### config.mk
export PLATFORM = sky130hd
export DESIGN_NAME = mem_access
export DESIGN_NICKNAME = d
export VERILOG_FILES = /design/src/rtl/mem_access.sv
export SDC_FILE = /design/constraint.sdc
export NUM_CORES = 1
export LEC_CHECK = 0
export CORE_UTILIZATION = 40
export CTS_BUF_LIST = sky130_fd_sc_hd__clkbuf_16
export DETAILED_ROUTE_END_ITERATION = 10
export GPL_ROUTABILITY_DRIVEN = 1
export PLACE_DENSITY = 0.75
export SLEW_MARGIN = 20
export SYNTH_ARGS = -nofsm -noshare
export SYNTH_HDL_FRONTEND = slang
export SYNTH_SLANG_ARGS = --single-unit
### constraint.sdc
create_clock -name clk -period 5 [get_ports clk]
set_input_delay 1 -clock clk [delete_from_list [all_inputs] [get_ports clk]]
set_output_delay 1 -clock clk [all_outputs]
set_load 0.01 [all_outputs]
### src/rtl/mem_access.sv
// mem_access: memory-access pipeline stage with req/ack data bus; define MISALIGN_TRAP_EN to trap misaligned half/word accesses
module mem_access #(
   parameter int TIMEOUT = 255,
   parameter int TO_W    = 8
) (
   input  logic        clk,
   input  logic        rst_n,
   input  logic        in_valid,
   output logic        in_ready,
   input  logic        in_mem_rd,
   input  logic        in_mem_wr,
   input  logic [1:0]  in_size,
   input  logic        in_unsigned,
   input  logic [31:0] in_aluc,
   input  logic [31:0] in_wdata,
   input  logic [4:0]  in_rd,
   input  logic        in_wb_en,
   output logic        dbus_req,
   output logic        dbus_we,
   output logic [31:0] dbus_addr,
   output logic [3:0]  dbus_wstrb,
   output logic [31:0] dbus_wdata,
   input  logic        dbus_ack,
   input  logic [31:0] dbus_rdata,
   output logic        out_valid,
   output logic [31:0] out_data,
   output logic [4:0]  out_rd,
   output logic        out_wb_en,
   output logic        out_err,
   output logic        out_exc
);
   typedef enum logic {IDLE, BUSY} state_t;
   state_t r_state, w_state_nxt;
   logic [TO_W-1:0] r_cnt, w_cnt_nxt, w_cnt_inc;
   logic [31:0] r_aluc, w_aluc_nxt;
   logic [1:0]  r_size, w_size_nxt;
   logic        r_uns, w_uns_nxt;
   logic [4:0]  r_rd, w_rd_nxt;
   logic        r_wb_en, w_wb_en_nxt;
   logic        r_we, w_we_nxt;
   logic [31:0] r_addr, w_addr_nxt;
   logic [3:0]  r_wstrb, w_wstrb_nxt;
   logic [31:0] r_wdata, w_wdata_nxt;
   logic        r_ov, w_ov_nxt;
   logic [31:0] r_od, w_od_nxt;
   logic [4:0]  r_ord, w_ord_nxt;
   logic        r_owb, w_owb_nxt;
   logic        r_oerr, w_oerr_nxt;
   logic        r_oexc, w_oexc_nxt;
   logic        w_mem, w_mis, w_to;
   logic [3:0]  w_st_strb;
   logic [31:0] w_st_data, w_ld_data;
   logic [7:0]  w_byte;
   logic [15:0] w_half;

   assign w_mem = in_mem_rd | in_mem_wr;
`ifdef MISALIGN_TRAP_EN
   assign w_mis = ((in_size == 2'b01) & in_aluc[0]) | (in_size[1] & (|in_aluc[1:0]));
`else
   assign w_mis = 1'b0;
`endif
   assign w_st_strb = (in_size == 2'b00) ? (4'b0001 << in_aluc[1:0]) :
                      (in_size == 2'b01) ? (in_aluc[1] ? 4'b1100 : 4'b0011) : 4'b1111;
   assign w_st_data = (in_size == 2'b00) ? {4{in_wdata[7:0]}} :
                      (in_size == 2'b01) ? {2{in_wdata[15:0]}} : in_wdata;
   assign w_byte = r_aluc[1] ? (r_aluc[0] ? dbus_rdata[31:24] : dbus_rdata[23:16])
                             : (r_aluc[0] ? dbus_rdata[15:8]  : dbus_rdata[7:0]);
   assign w_half = r_aluc[1] ? dbus_rdata[31:16] : dbus_rdata[15:0];
   assign w_ld_data = (r_size == 2'b00) ? {{24{w_byte[7] & ~r_uns}}, w_byte} :
                      (r_size == 2'b01) ? {{16{w_half[15] & ~r_uns}}, w_half} : dbus_rdata;
   assign w_cnt_inc = r_cnt + TO_W'(1);
   assign w_to = (TIMEOUT != 0) && (w_cnt_inc == TO_W'(TIMEOUT));

   assign in_ready   = (r_state == IDLE);
   assign dbus_req   = (r_state == BUSY);
   assign dbus_we    = r_we;
   assign dbus_addr  = r_addr;
   assign dbus_wstrb = r_wstrb;
   assign dbus_wdata = r_wdata;
   assign out_valid  = r_ov;
   assign out_data   = r_od;
   assign out_rd     = r_ord;
   assign out_wb_en  = r_owb;
   assign out_err    = r_oerr;
   assign out_exc    = r_oexc;

   // next-state and next-output decode: accept in IDLE, retire on ack or timeout in BUSY
   always_comb begin
      w_state_nxt = r_state;
      w_cnt_nxt   = r_cnt;
      w_aluc_nxt  = r_aluc;
      w_size_nxt  = r_size;
      w_uns_nxt   = r_uns;
      w_rd_nxt    = r_rd;
      w_wb_en_nxt = r_wb_en;
      w_we_nxt    = r_we;
      w_addr_nxt  = r_addr;
      w_wstrb_nxt = r_wstrb;
      w_wdata_nxt = r_wdata;
      w_ov_nxt    = 1'b0;
      w_od_nxt    = r_od;
      w_ord_nxt   = r_ord;
      w_owb_nxt   = r_owb;
      w_oerr_nxt  = 1'b0;
      w_oexc_nxt  = 1'b0;
      if (r_state == IDLE) begin
         if (in_valid && !w_mem) begin
            w_ov_nxt  = 1'b1;
            w_od_nxt  = in_aluc;
            w_ord_nxt = in_rd;
            w_owb_nxt = in_wb_en;
         end else if (in_valid && w_mis) begin
            w_ov_nxt   = 1'b1;
            w_oexc_nxt = 1'b1;
            w_od_nxt   = in_aluc;
            w_ord_nxt  = in_rd;
            w_owb_nxt  = 1'b0;
         end else if (in_valid) begin
            w_state_nxt = BUSY;
            w_cnt_nxt   = '0;
            w_aluc_nxt  = in_aluc;
            w_size_nxt  = in_size;
            w_uns_nxt   = in_unsigned;
            w_rd_nxt    = in_rd;
            w_wb_en_nxt = in_wb_en;
            w_we_nxt    = in_mem_wr;
            w_addr_nxt  = {in_aluc[31:2], 2'b00};
            w_wstrb_nxt = in_mem_wr ? w_st_strb : 4'b0000;
            w_wdata_nxt = in_mem_wr ? w_st_data : 32'd0;
         end
      end else begin
         if (dbus_ack) begin
            w_state_nxt = IDLE;
            w_ov_nxt    = 1'b1;
            w_od_nxt    = r_we ? r_aluc : w_ld_data;
            w_ord_nxt   = r_rd;
            w_owb_nxt   = r_wb_en;
         end else if (w_to) begin
            w_state_nxt = IDLE;
            w_ov_nxt    = 1'b1;
            w_oerr_nxt  = 1'b1;
            w_od_nxt    = 32'd0;
            w_ord_nxt   = r_rd;
            w_owb_nxt   = 1'b0;
         end else begin
            w_cnt_nxt = w_cnt_inc;
         end
      end
   end

   // state, request latch and output registers; reset abandons any pending access
   always_ff @(posedge clk or negedge rst_n) begin
      if (!rst_n) begin
         r_state <= IDLE;
         r_cnt   <= '0;
         r_aluc  <= '0;
         r_size  <= '0;
         r_uns   <= 1'b0;
         r_rd    <= '0;
         r_wb_en <= 1'b0;
         r_we    <= 1'b0;
         r_addr  <= '0;
         r_wstrb <= '0;
         r_wdata <= '0;
         r_ov    <= 1'b0;
         r_od    <= '0;
         r_ord   <= '0;
         r_owb   <= 1'b0;
         r_oerr  <= 1'b0;
         r_oexc  <= 1'b0;
      end else begin
         r_state <= w_state_nxt;
         r_cnt   <= w_cnt_nxt;
         r_aluc  <= w_aluc_nxt;
         r_size  <= w_size_nxt;
         r_uns   <= w_uns_nxt;
         r_rd    <= w_rd_nxt;
         r_wb_en <= w_wb_en_nxt;
         r_we    <= w_we_nxt;
         r_addr  <= w_addr_nxt;
         r_wstrb <= w_wstrb_nxt;
         r_wdata <= w_wdata_nxt;
         r_ov    <= w_ov_nxt;
         r_od    <= w_od_nxt;
         r_ord   <= w_ord_nxt;
         r_owb   <= w_owb_nxt;
         r_oerr  <= w_oerr_nxt;
         r_oexc  <= w_oexc_nxt;
      end
   end
endmodule

==> results.txt, run 1 <==
* Utilization of the core after routing: a little under three fifths
- Of the post-synthesis cell area, the part taken by muxes is 23.4%.
- In this run the number of H-tree levels came out at 4.
- Complex-gate fraction of the synthesized area: 13.3%
- Transition time of the tightest slew-check pin: 1.20 ns
- Kind of start point of the critical path: register
- Dividing total power by cell area gives a power density of 440 nW/um^2.
- Final Net Count: 878
- Post-route antenna net violation count: 0
- VDD IR-drop max: ~280 uV
- Post-synthesis share of cell area spent on and, or, nand and nor gates: 8.97%
* Post-CTS Hold Buffers: 0
- Series of cell instances along the critical path: clkinv_1 -> buf_4 -> clkdlybuf4s50_1
- Critical Path Sink Type: primary output
- Counting both buffers and inverters, the worst setup path holds a total of 3.
- For this run, the total global-route usage over all layers was measured as 23.8%.
- After global routing the overflow that remains totals 0.
* Vias in the first global route: about 5800
* Synthesized flop and latch total: 127
- The first TritonRoute pass finished after 8 iterations.
* Per-cell routed wire length: around 20 um
- Multi-input combinational cell area: 3160 um^2
* Warnings from Yosys: 0
* Clock Sinks: between 100 and 150
- By area, the combinational part of the netlist is dominated by multiplexers.
- After layout, the minimum clock period comes to 3.89 ns.
- Least setup slack across all paths after layout: 1.11 ns
- Using the TritonRoute via totals, the vias-per-cell ratio works out to between 5 and 6.
- No sink is reached through more buffers than the 2 on the longest clock path.
- Via Count: around 5700
- Of all flip-flops after synthesis, the portion carrying an async set or reset was 100%.
* Hold crit path type: register to register
- Post-detailed-route DRC marker count: 0
- Of the total synthesized cell area, the portion taken by full adders, half adders and majority gates is 0.369%.
- The biggest area contributor in the post-synthesis netlist is sky130_fd_sc_hd__dfrtp_1.
* Setup repair after global routing missed its margin: no
- The analysis attributes to cell leakage a power of 3.99 nW.
* Number of placement rows: 47
- Post-CTS Resized: 0
- Detailed router's first-iteration violation count: 405
- Of the cells placed in the final design, the portion with a size suffix greater than 1 is about an eighth.
- After synthesis, the largest area contributor takes up 46.9% of total cell area.
- Syn Inst Count: 596
* Number of antenna violations at the first check in global routing: 1
- Floorplan die width: 132 um
- Post-synthesis xor/xnor area fraction: 0%
- Synth Flop Type: sky130_fd_sc_hd__dfrtp_1
- The area growth from synthesis to layout is 40.2%.
- For the worst-skew pair, the clock arrives at the later sink with an insertion delay of ~0.42 ns.
* Highest-delay cell along the critical path: sky130_fd_sc_hd__dfrtp_1
* Final HPWL DP: 14300 um
- Maximum number of pins on one net before global-route repair: 81
- The congestion estimate from routability-driven global placement came to approximately 0.9.
- In this run the clock root is driven by a sky130_fd_sc_hd__clkbuf_16.
- Max-cap violations in this run came to 0.
* Core area: 16600 um^2
* Stages on the worst setup path: 3
* Data arrival time of the worst path: 2.89 ns
* Final sum of negative setup slack: 0 ns
- In this run the vertical extent of the chip is 132 um.
- Setup-violating endpoint count in the final report: 0
- Post-Route WL: 19900 um
* Achievable clock frequency: 257 MHz
- Number of enable-type register cells in the synthesized netlist: 0
- Dividing the synthesized area by the synthesized cell count gives about 11 um^2.
- Buffers placed on the I/O ports in this run total 219.
- Worst-case setup slack after placement: between 1 and 1.5 ns
- Max transition margin: 20.0%
- In this run the cell area of the synthesized design comes to 6780 um^2.
- Initial core utilization: 40.9%
- Setup Skew: 0.00837 ns
- The repair_antennas step left the layout with diodes totalling 0.
- In this run, placement finished with an instance count of 966.
- The first global-routing pass estimated 32500 um of wire.
* Endpoints failing hold: 0
- The number of different library cells used by synthesis comes to 59.
- Sequential-to-total area share from yosys stat: 46.9%
- In the finished design, the share of the clock period the worst path needs comes to 77.8%.
- Worst hold path stage count: 2
* TritonCTS clock tree: yes
- Result of the run: finished clean
- Top-level I/O count: 223
- Main area contributors after synthesis: sky130_fd_sc_hd__dfrtp_1 (47%), sky130_fd_sc_hd__mux2_2 (8.5%), sky130_fd_sc_hd__mux2i_1 (6.5%)
* Fin cells: 998
* Critical path fanouts, max: 20
- Overall die area: 17500 um^2
* Number of buffers added by the clock tree synthesis step: 17
- Final slew viol count: 0
- Registers take 3180 um^2.
- At the worst endpoint, the required time is 4.00 ns.
* Depth of the most critical reg-to-reg path: 5
* Top cell family by delay on the critical path: buffers and inverters
* Clock slew at the register clock pins of the worst setup and hold paths: about 0.060 ns
* Post-CTS setup buffer count: 0
- The largest single stage delay on the critical path is 0.79 ns.
- Filler cells: 1377
- The setup path with the least slack is of type register to primary output.
[routing by layer]
layer,GRT usage (%),wire (um),up-vias,share of wire [%]
met3,6.77,1600,62,8.0
met5,0,13,-,0.065
met4,11.0,719,2,3.6
met1,29.5,8000,2806,40
met2,38.4,9610,287,48
li1,-,-,2503,-
[synth_stat cells (3+ instances only)]
| cell type | number |
|---|---|
| sky130_fd_sc_hd__buf_2 | 11 |
| sky130_fd_sc_hd__mux2_2 | 51 |
| sky130_fd_sc_hd__buf_4 | 34 |
| sky130_fd_sc_hd__a21oi_1 | 17 |
| sky130_fd_sc_hd__inv_1 | 7 |
| sky130_fd_sc_hd__clkbuf_1 | 25 |
| sky130_fd_sc_hd__buf_6 | 3 |
| sky130_fd_sc_hd__nor2b_1 | 3 |
| sky130_fd_sc_hd__nand4b_1 | 3 |
| sky130_fd_sc_hd__nand2b_1 | 24 |
| sky130_fd_sc_hd__nand3_1 | 5 |
| sky130_fd_sc_hd__buf_1 | 3 |
| sky130_fd_sc_hd__mux2i_1 | 44 |
| sky130_fd_sc_hd__mux4_2 | 7 |
| sky130_fd_sc_hd__nor3_1 | 4 |
| sky130_fd_sc_hd__a222oi_1 | 16 |
| sky130_fd_sc_hd__o21ai_0 | 43 |
| sky130_fd_sc_hd__a221oi_1 | 8 |
| sky130_fd_sc_hd__nand2_1 | 43 |
| sky130_fd_sc_hd__mux2_1 | 37 |
| sky130_fd_sc_hd__a22o_1 | 8 |
| sky130_fd_sc_hd__a22oi_1 | 6 |
| sky130_fd_sc_hd__nor2_1 | 20 |
| sky130_fd_sc_hd__dfrtp_1 | 127 |
[tightest hold or removal path, stage by stage (launching register included)]
cell                      delay [ns]
sky130_fd_sc_hd__dfrtp_1        0.34
sky130_fd_sc_hd__nand2_1        0.04
sky130_fd_sc_hd__o21ai_0        0.06
[per-stage QoR]
step	total power [mW]	area [um^2]	hold WS [ns]
after floorplan	2.20	6790	0.474
after global placement	2.85	8880	0.455
after detailed placement	2.90	8880	0.469
after CTS	4.21	9500	0.482
after global routing	4.39	9510	0.506
final	4.19	9510	0.478
[area by class of cell]
class | count | share of cell area, %
Tap cell | 220 | 2.90
Sequential cell | 127 | 33.4
Clock buffer | 17 | 4.47
Multi-Input combinational cell | 387 | 33.3
Timing Repair Buffer | 224 | 23.6
Inverter | 8 | 0.316
Clock inverter | 15 | 2.03
[layout by cell type, fill, tap and decap left out, types with 2 or more instances in the layout]
| cell type | netlist | final |
|---|---|---|
| sky130_fd_sc_hd__o2bb2ai_1 | 2 | 2 |
| sky130_fd_sc_hd__a221oi_1 | 8 | 8 |
| sky130_fd_sc_hd__o21bai_1 | 2 | 2 |
| sky130_fd_sc_hd__nand3_1 | 5 | 5 |
| sky130_fd_sc_hd__and3b_1 | 2 | 2 |
| sky130_fd_sc_hd__ha_1 | 2 | 2 |
| sky130_fd_sc_hd__a22oi_1 | 6 | 6 |
| sky130_fd_sc_hd__mux2i_1 | 44 | 44 |
| sky130_fd_sc_hd__mux2_2 | 51 | 51 |
| sky130_fd_sc_hd__inv_1 | 7 | 7 |
| sky130_fd_sc_hd__a222oi_1 | 16 | 16 |
| sky130_fd_sc_hd__a21oi_1 | 17 | 17 |
| sky130_fd_sc_hd__nand4b_1 | 3 | 3 |
| sky130_fd_sc_hd__clkinv_2 | 0 | 3 |
| sky130_fd_sc_hd__nor3_1 | 4 | 4 |
| sky130_fd_sc_hd__a221o_1 | 2 | 2 |
| sky130_fd_sc_hd__mux4_2 | 7 | 7 |
| sky130_fd_sc_hd__clkbuf_16 | 0 | 17 |
| sky130_fd_sc_hd__clkinv_1 | 1 | 3 |
| sky130_fd_sc_hd__o2111ai_1 | 2 | 2 |
| sky130_fd_sc_hd__mux2_1 | 37 | 37 |
| sky130_fd_sc_hd__nor2b_1 | 3 | 3 |
| sky130_fd_sc_hd__a22o_1 | 8 | 8 |
| sky130_fd_sc_hd__bufinv_16 | 0 | 4 |
| sky130_fd_sc_hd__nand2b_1 | 24 | 24 |
| sky130_fd_sc_hd__a32o_1 | 2 | 2 |
| sky130_fd_sc_hd__o21ai_0 | 43 | 43 |
| sky130_fd_sc_hd__clkdlybuf4s50_1 | 0 | 218 |
| sky130_fd_sc_hd__conb_1 | 1 | 3 |
| sky130_fd_sc_hd__clkinv_4 | 0 | 3 |
| sky130_fd_sc_hd__dfrtp_1 | 127 | 127 |
| sky130_fd_sc_hd__a21o_1 | 2 | 2 |
| sky130_fd_sc_hd__nor2_1 | 20 | 20 |
| sky130_fd_sc_hd__nand2_1 | 43 | 43 |
| sky130_fd_sc_hd__clkinvlp_4 | 0 | 2 |
| sky130_fd_sc_hd__and2_1 | 2 | 2 |
| sky130_fd_sc_hd__nor4b_4 | 1 | 2 |
| sky130_fd_sc_hd__buf_4 | 34 | 4 |
[registers in the layout (all words and copies together) (netlist names), 2 cells and up]
name        flops
r_cnt           8
r_size          2
out_rd          5
out_data       32
dbus_wdata     32
r_aluc         32
dbus_wstrb      4
r_rd            5
[path summary, 6_finish.rpt]
check	slack [ns]	start	endpoint
setup / recovery	1.11	dbus_req$_DFF_PN0_	in_ready
hold / removal	0.48	dbus_wdata[10]$_DFFE_PN0P_	dbus_wdata[10]$_DFFE_PN0P_
setup reg to reg	1.56	dbus_req$_DFF_PN0_	out_data[28]$_DFFE_PN0P_
hold reg to reg	0.48	dbus_wdata[10]$_DFFE_PN0P_	dbus_wdata[10]$_DFFE_PN0P_
max in group asynchronous	3.25	rst_n	out_data[24]$_DFFE_PN0P_
min in group asynchronous	0.62	rst_n	r_aluc[4]$_DFFE_PN0P_
[cells by family after synthesis]
kind of cell,Yosys count
AO/OA/AOI/OAI,126
adder cells (fa/ha/maj),2
buffers and inverters,84
flip-flops,127
multiplexers,139
other,1
AND/OR/NAND/NOR,117
[report_power, final]
part	internal (mW)	switching, mW
logic	0.792	0.557
clock network	0.830	0.470
registers	1.30	0.239
total	2.92	1.27
No activity file was read; power rests on OpenSTA's default activity.
==> inputs of run 2 (changes only) <==
==> constraint.sdc (replaced) <==
create_clock -name clk -period 4.04 [get_ports clk]
set_input_delay 0.808 -clock clk [delete_from_list [all_inputs] [get_ports clk]]
set_output_delay 0.808 -clock clk [all_outputs]
set_load 0.01 [all_outputs]
==> run 2 against run 1 <==
  * Utilization shrank 0.060 points
  * Combinational power increased by 24%
  * Cell count grew 0.60%
  * Wire length fell by 2.6%
  * Critical path depth unchanged
  * Global-route usage fell by 1.0 points
  * First-iteration DRC count up 19%
  * Non-clock buffer count grew 6
  * Clock skew is 0.0011 ns higher
  * Flip-flop and latch count did not move
  * Sequential share of layout area about the same
  * Clock-buffer cell count did not move
  * Highest routed layer is now met4
==> results.txt, run 2 (synthesis gave the netlist of run 1 again) <==
- Result of the run: finished clean (unchanged)
- GR Util met2: 36.3% (was 38.4%)
* Setup Skew: 0.00944 ns (was 0.00837 ns)
- Crit Path Category: register to primary output (unchanged)
* Series of cell instances along the critical path: clkinv_1 -> buf_4 -> clkdlybuf4s50_1 (unchanged)
* Post-route antenna net violation count: 0 (unchanged)
- Data arrival time of the worst path: 1.96 ns (was 2.89 ns)
* Number of port buffers: 219 (unchanged)
* VDD IR-drop max: 337 uV (was 279 uV)
* Most common cell after layout, fill and taps aside: sky130_fd_sc_hd__clkdlybuf4s50_1 (unchanged)
* Achievable clock frequency: 361 MHz
* Total leakage power: 4.01 nW (was 3.99 nW)
- The half-perimeter wire length after placement was 13800 um (was 14300 um).
* Floorplan die width: 132 um (unchanged)
- The area of all placed cells without fillers was 9500 um^2 (was 9510 um^2).
- Final Net Count: 884 (was 878)
- Transition time of the tightest slew-check pin: 0.938 ns (was 1.20 ns)
- Met3 Use GR: 7.42% (was 6.77%)
- Min cycle time layout: 2.77 ns
- Endpoints failing hold: 0 (unchanged)
- Via Count: 5569 (was 5660)
- The instance count after placement with tap cells included is 972 (was 966).
* DRT Pass-1 Iters: 8 (unchanged)
- The critical-path cell with the highest stage delay is sky130_fd_sc_hd__clkdlybuf4s50_1 (was sky130_fd_sc_hd__dfrtp_1).
- Overall die area: 17500 um^2 (unchanged)
* Post-CTS Resized: 0 (unchanged)
- Global-route wire length before repair: 30700 um (was 32500 um)
* Met1 GRT Util: 28.0% (was 29.5%)
- Critical path fanouts, max: 34 (was 20)
* Top-level I/O count: 223 (unchanged)
- The layout filler cell count is 1329 (was 1377).
- The routed wire length came to 19400 um (was 19900 um).
* Final sum of negative setup slack: 0 ns (unchanged)
- Maximum number of pins on one net before global-route repair: 119 (was 81)
* Fraction of the cycle the final worst path needs: 68.6%
- Area post-placement: 8910 um^2 (was 8880 um^2)
- The global-route congestion overflow total was 0 (unchanged).
* Per-cell routed wire length: 19.3 um (was 20.0 um)
* Vias in the first global route: 5617 (was 5796)
- Worst-skew pair later-pin latency: 0.42 ns (about the same)
- The number of vias per cell after detailed routing is 5.55 (was 5.67).
- Clock root cell: sky130_fd_sc_hd__clkbuf_16 (unchanged)
* Post-CTS setup buffer count: 0 (unchanged)
- The DRC violation total after the first TritonRoute iteration is 482 (was 405).
* Setup repair after global routing missed its margin: no (unchanged)
- The worst slack after detailed placement was 0.870 ns (was 1.33 ns).
- Largest buffer count on any clock path: 2 (unchanged)
* Buf+Inv Stages, Crit Path: 3 (unchanged)
- Clock Sinks: 127 (unchanged)
* Die boundary height: 132 um (unchanged)
* MaxCap Viol Count: 0 (unchanged)
* Fraction of layout instances using a drive strength above 1: 13.8% (was 13.4%)
* Top cell family by delay on the critical path: buffers and inverters (unchanged)
* Post-CTS Hold Buffers: 0 (unchanged)
* Kind of start point of the critical path: register (unchanged)
- The non-filler instance count after layout is 1004 (was 998).
- The post-synthesis to final-layout area growth was 40.0% (was 40.2%).
- Setup-violating endpoint count in the final report: 0 (unchanged)
* Power density over cell area: 534 nW/um^2 (was 440 nW/um^2)
* Leading cell types in the layout, fill and taps excluded: sky130_fd_sc_hd__clkdlybuf4s50_1 (218), sky130_fd_sc_hd__dfrtp_1 (127), sky130_fd_sc_hd__mux2_2 (51), sky130_fd_sc_hd__mux2i_1 (44) (unchanged)
- Core area: 16600 um^2 (unchanged)
- The number of antenna violations at the first check in global routing was 0 (was 1).
* Number of buffers added by the clock tree synthesis step: 17 (unchanged)
* Least setup slack across all paths after layout: 1.27 ns (was 1.11 ns)
- The TritonCTS clock tree is yes (unchanged).
- Hold crit path type: register to register (unchanged)
* Global router's overall resource usage: 22.7% (was 23.8%)
- The routing layer with the top usage in global route was met2 (unchanged).
- The number of antenna diodes came to 0 (unchanged).
* Max transition margin: 37.5% (was 20.0%)
* Max H-tree Level: 4 (unchanged)
- Critical Path Sink Type: primary output (unchanged)
* Weighted congestion reported at the end of routability-driven placement: 0.846 (was 0.898)
- Final slew viol count: 0 (unchanged)
* Initial core utilization: 40.9% (unchanged)
* Delay of the slowest cell on the worst path: 0.62 ns (was 0.79 ns)
* Post-detailed-route DRC marker count: 0 (unchanged)
- Number of placement rows: 47 (unchanged)
- The clock-pin slew on the worst setup and hold paths came to 0.05 ns (was 0.06 ns).
- The data required time of the worst path came to 3.23 ns (was 4.00 ns).
- Total Power: 5.07 mW (was 4.19 mW)
[run 2: cell count changes in the layout (fill, tap and decap cells not counted), sizes merged]
cell,change
inv,+4
clkbuf,+1
buf,+5
bufinv,-1
clkinv,-2
clkinvlp,-1
[run 2: path summary, 6_finish.rpt]
kind / slack (ns) / end / cells after the start / from
setup reg to reg: 1.27 / out_data[29]$_DFFE_PN0P_ / 7 / r_cnt[0]$_DFFE_PN0P_
setup / recovery: 1.27 / in_ready / 3 / dbus_req$_DFF_PN0_
hold reg to reg: 0.46 / dbus_wstrb[1]$_DFFE_PN0P_ / 2 / dbus_wstrb[1]$_DFFE_PN0P_
min in group asynchronous: 0.50 / r_rd[2]$_DFFE_PN0P_ / 1 / rst_n
max in group asynchronous: 2.76 / r_aluc[16]$_DFFE_PN0P_ / 2 / rst_n
hold / removal: 0.46 / dbus_wstrb[1]$_DFFE_PN0P_ / 2 / dbus_wstrb[1]$_DFFE_PN0P_
[run 2: per-stage QoR]
stage,util (%),hold slack (ns)
after global placement,53.7,0.453
after CTS,57.2,0.468
final,57.3,0.463
after floorplan,-,0.474
after detailed placement,53.7,0.456
after global routing,57.3,0.503
[run 2: final cells by class]
| cell class | instances | area [um^2] | area share [%] |
|---|---|---|---|
| timing repair buffer | 230 | 2280 | 24.0 |
| multi-input combinational | 387 | 3160 | 33.2 |
| sequential | 127 | 3180 | 33.5 |
| tap | 220 | 275 | 2.90 |
| clock inverter | 15 | 155 | 1.63 |
| inverter | 8 | 30.0 | 0.316 |
| clock buffer | 17 | 425 | 4.48 |
[run 2: report_power, final]
group / switching [mW] / total [mW] / leakage [nW] / internal (mW)
clock: 0.553 / 1.51 / 0.302 / 0.956
combinational: 0.696 / 1.68 / 2.14 / 0.983
sequential: 0.275 / 1.88 / 1.57 / 1.61
[run 2: layer usage]
| metal | share of wire, % | vias to the layer above |
|---|---|---|
| li1 | - | 2514 |
| met1 | 42 | 2745 |
| met2 | 47 | 255 |
| met3 | 8.3 | 55 |
| met4 | 3.3 | 0 |
| met5 | 0 | - |
[run 2: worst min-delay path: cells and delay by family (launching register included)]
family	cells	cell delay, ns
flops	1	0.34
simple gates	2	0.09
==> inputs of run 3 (changes only) <==
--- a/config.mk
+++ b/config.mk
@@ -9,7 +9,7 @@
 export CTS_BUF_LIST = sky130_fd_sc_hd__clkbuf_16
 export DETAILED_ROUTE_END_ITERATION = 10
 export GPL_ROUTABILITY_DRIVEN = 1
-export PLACE_DENSITY = 0.75
+export PLACE_DENSITY = 0.78
 export SLEW_MARGIN = 20
 export SYNTH_ARGS = -nofsm -noshare
 export SYNTH_HDL_FRONTEND = slang
==> constraint.sdc (replaced) <==
create_clock -name clk -period 2.4 [get_ports clk]
set_input_delay 0.48 -clock clk [delete_from_list [all_inputs] [get_ports clk]]
set_output_delay 0.48 -clock clk [all_outputs]
set_load 0.01 [all_outputs]
==> run 3 against run 2 <==
  * The flow now finishes with violations (negative hold slack)
  * Cell count grew 4.0%
  * Register-to-register slack lost 1.2 ns
  * Clock skew shrank 0.0020 ns
  * Clock-buffer cell count is the same
  * Worst hold slack lost 0.47 ns
  * Die area is the same
  * Cell area grew 4.2%
  * Power grew 68%
  * Combinational power grew 85%
  * Highest routed layer unchanged
==> results.txt, run 3 (synthesis gave the netlist of run 1 again) <==
* Via count normalized by instance count: 5.49 (was 5.55)
- Clock Sinks: 127 (unchanged)
- Violations in the final reports: negative hold slack
* Min cycle time layout: 2.32 ns
- Switching share of power: 30.8% (was 30.1%)
- Post-detailed-route DRC marker count: 0 (unchanged)
- Diodes inserted: 0 (unchanged)
- Setup-violating endpoint count in the final report: 0 (unchanged)
- Post-route worst hold slack: -0.00418 ns (was 0.463 ns)
* Clock slew at the register clock pins of the worst setup and hold paths: 0.05 ns (about the same)
* Post-CTS Hold Buffers: 0 (unchanged)
- The total placed instance area was 9310 um^2 (was 8910 um^2).
- Total congestion overflow: 0 (unchanged)
- Global-route wire length before repair: 32200 um (was 30700 um)
* Fraction of layout instances using a drive strength above 1: 18.1% (was 13.8%)
* Relative area change from synthesis to final layout: 45.9% (was 40.0%)
- The cell-internal power was 5.90 mW (was 3.55 mW).
* Leading cell types in the layout, fill and taps excluded: sky130_fd_sc_hd__clkdlybuf4s50_1 (218), sky130_fd_sc_hd__dfrtp_1 (126), sky130_fd_sc_hd__mux2_2 (51), sky130_fd_sc_hd__mux2i_1 (44) (was sky130_fd_sc_hd__clkdlybuf4s50_1 (218), sky130_fd_sc_hd__dfrtp_1 (127), sky130_fd_sc_hd__mux2_2 (51), sky130_fd_sc_hd__mux2i_1 (44))
- Largest buffer count on any clock path: 2 (unchanged)
* Max transition margin: 55.2% (was 37.5%)
- The reported leakage power was 4.22 nW (was 4.01 nW).
* TritonCTS clock tree: yes (unchanged)
- DRT Pass-1 Iters: 6 (was 8)
- Data arrival time of the worst path: 2.61 ns (was 1.96 ns)
- The peak ir drop on the vdd network is 438 uV (was 337 uV).
* Overall die area: 17500 um^2 (unchanged)
* Result of the run: finished, violations left (was finished clean)
- Hold crit path type: primary input to async pin (was register to register)
- The final total negative setup slack is 0 ns (unchanged).
- The number of top-level design ports is 223 (unchanged).
- Max H-tree Level: 4 (unchanged)
* Floorplan die width: 132 um (unchanged)
- Final HPWL DP: 14700 um (was 13800 um)
- The cell area power density was 861 nW/um^2 (was 534 nW/um^2).
- Placed cells: 1010 (was 972)
- MaxCap Viol Count: 0 (unchanged)
* Endpoints failing hold: 3 (was 0)
* Proportion of power drawn by the clock network: 27.6% (was 29.8%)
* Achievable clock frequency: 431 MHz
- The category of the worst setup path capture point is a register (was primary output).
* CP Data Required Time: 2.69 ns (was 3.23 ns)
- Global router's overall resource usage: 23.9% (was 22.7%)
- Final slew viol count: 0 (unchanged)
- The actual transition at the worst max-transition pin came to 0.671 ns (was 0.938 ns).
* Vias in the first global route: 5830 (was 5617)
* Crit Path Category: register to register (was register to primary output)
- The number of antenna violations at the first check in global routing came to 0 (unchanged).
- Detailed router's first-iteration violation count: 339 (was 482)
- The latest clock arrival within the worst-skew pair is 0.42 ns (about the same).
- Core area: 16600 um^2 (unchanged)
* Post-Route WL: 20300 um (was 19400 um)
* Post-route antenna net violation count: 0 (unchanged)
- Seq pwr share: 36.1% (was 37.1%)
- Final Net Count: 924 (was 884)
- The chip height was 132 um (unchanged).
- Number of port buffers: 219 (unchanged)
- The area of all placed cells without fillers was 9890 um^2 (was 9500 um^2).
- The maximum number of pins on one net before global-route repair came to 48 (was 119).
* Number of placement rows: 47 (unchanged)
- Weighted congestion reported at the end of routability-driven placement: 0.814 (was 0.846)
- The peak fanout along the critical path was 17 (was 34).
- The master cell of the clock root buffer was sky130_fd_sc_hd__clkbuf_16 (unchanged).
- The non-filler instance count after layout is 1044 (was 1004).
* Per-cell routed wire length: 19.4 um (was 19.3 um)
- The switching power summed over all nets came to 2.62 mW (was 1.52 mW).
- The post-layout utilization of the core came to 59.7% (was 57.3%).
- The startpoint type of the worst setup path was a register (unchanged).
- The number of buffers inserted during clock tree synthesis was 17 (unchanged).
- Fraction of the cycle the final worst path needs: a little under 100%
* Via Count: 5731 (was 5569)
- The largest clock skew in the final design is 0.00745 ns (was 0.00944 ns).
- Most common cell after layout, fill and taps aside: sky130_fd_sc_hd__clkdlybuf4s50_1 (unchanged)
- Share of power burned in combinational logic: 36.3% (was 33.1%)
- The effective utilization at floorplan was 40.9% (unchanged).
==> run 3: cell types whose count changed in the layout (fill, tap and decap cells not counted), sizes merged <==
cell      previous run  this run
bufinv               3         1
buf                 11        51
clkinvlp             1         5
inv                 12        10
==> run 3: stage by stage <==
| step | setup slack [ns] | total power [mW] |
|---|---|---|
| floorplan | 0.0945 | 4.58 |
| global placement | 0.00745 | 6.11 |
| detailed placement | -0.104 | 6.18 |
| CTS | 0.00676 | 8.54 |
| global route | -0.00105 | 8.95 |
| finish | 0.0816 | 8.52 |
==> run 3: path summary, 6_finish.rpt <==
path | from | to | slack (ns) | cells after the start
setup / recovery | r_cnt[0]$_DFFE_PN0P_ | out_rd[2]$_DFFE_PN0P_ | 0.08 | 8
hold reg to reg | dbus_wstrb[1]$_DFFE_PN0P_ | dbus_wstrb[1]$_DFFE_PN0P_ | 0.46 | 2
hold / removal | rst_n | r_rd[3]$_DFFE_PN0P_ | -0.004 | 1
max in group asynchronous | rst_n | r_aluc[24]$_DFFE_PN0P_ | 1.73 | 2
setup reg to reg | r_cnt[0]$_DFFE_PN0P_ | out_rd[2]$_DFFE_PN0P_ | 0.08 | 8
min in group clk | dbus_wstrb[1]$_DFFE_PN0P_ | dbus_wstrb[1]$_DFFE_PN0P_ | 0.46 | 2
==> run 3: critical path, stage by stage (launching register included) <==
cell and delay (ns):
sky130_fd_sc_hd__dfrtp_2 0.44, sky130_fd_sc_hd__buf_4 0.15, sky130_fd_sc_hd__and2_4 0.17, sky130_fd_sc_hd__o31ai_2 0.24, sky130_fd_sc_hd__a41oi_2 0.23, sky130_fd_sc_hd__o31ai_4 0.30
sky130_fd_sc_hd__buf_12 0.16, sky130_fd_sc_hd__buf_12 0.16, sky130_fd_sc_hd__mux2_1 0.33
==> run 3: final cells by class <==
| class | instances | area (um^2) |
|---|---|---|
| Clock buffer | 17 | 425 |
| Timing Repair Buffer | 270 | 2720 |
| Tap cell | 220 | 275 |
| Multi-Input combinational cell | 387 | 3160 |
| Clock inverter | 15 | 108 |
| Inverter | 8 | 30.0 |
| Sequential cell | 127 | 3180 |
| Fill cell | 1363 | 6690 |
==> run 3: power groups by stage <==
| stage | clock network, mW | logic (mW) | registers, mW |
|---|---|---|---|
| floorplan | 0 | 1.37 | 3.21 |
| global placement | 0 | 3.02 | 3.09 |
| detailed placement | 0 | 3.08 | 3.10 |
| CTS | 2.38 | 3.09 | 3.07 |
| global route | 2.48 | 3.32 | 3.15 |
| finish | 2.35 | 3.10 | 3.08 |
==> run 3: layer usage <==
layer / global-route usage, % / up-vias / part of all wire, % / wire length, um
met4: 10.1 / 0 / 2.8 / 559
met3: 6.50 / 43 / 7.2 / 1450
met1: 31.3 / 2863 / 43 / 8770
met5: 0 / - / 0 / 0
met2: 37.2 / 233 / 47 / 9510
li1: - / 2592 / - / -
==> run 3: what timing repair did <==
item,in CTS,in global routing
buffers inserted,0,1
gates cloned,0,1
resized for setup,0,2
pin swaps,1,2
endpoints found under the hold margin,0,0
setup endpoints to repair,2,35
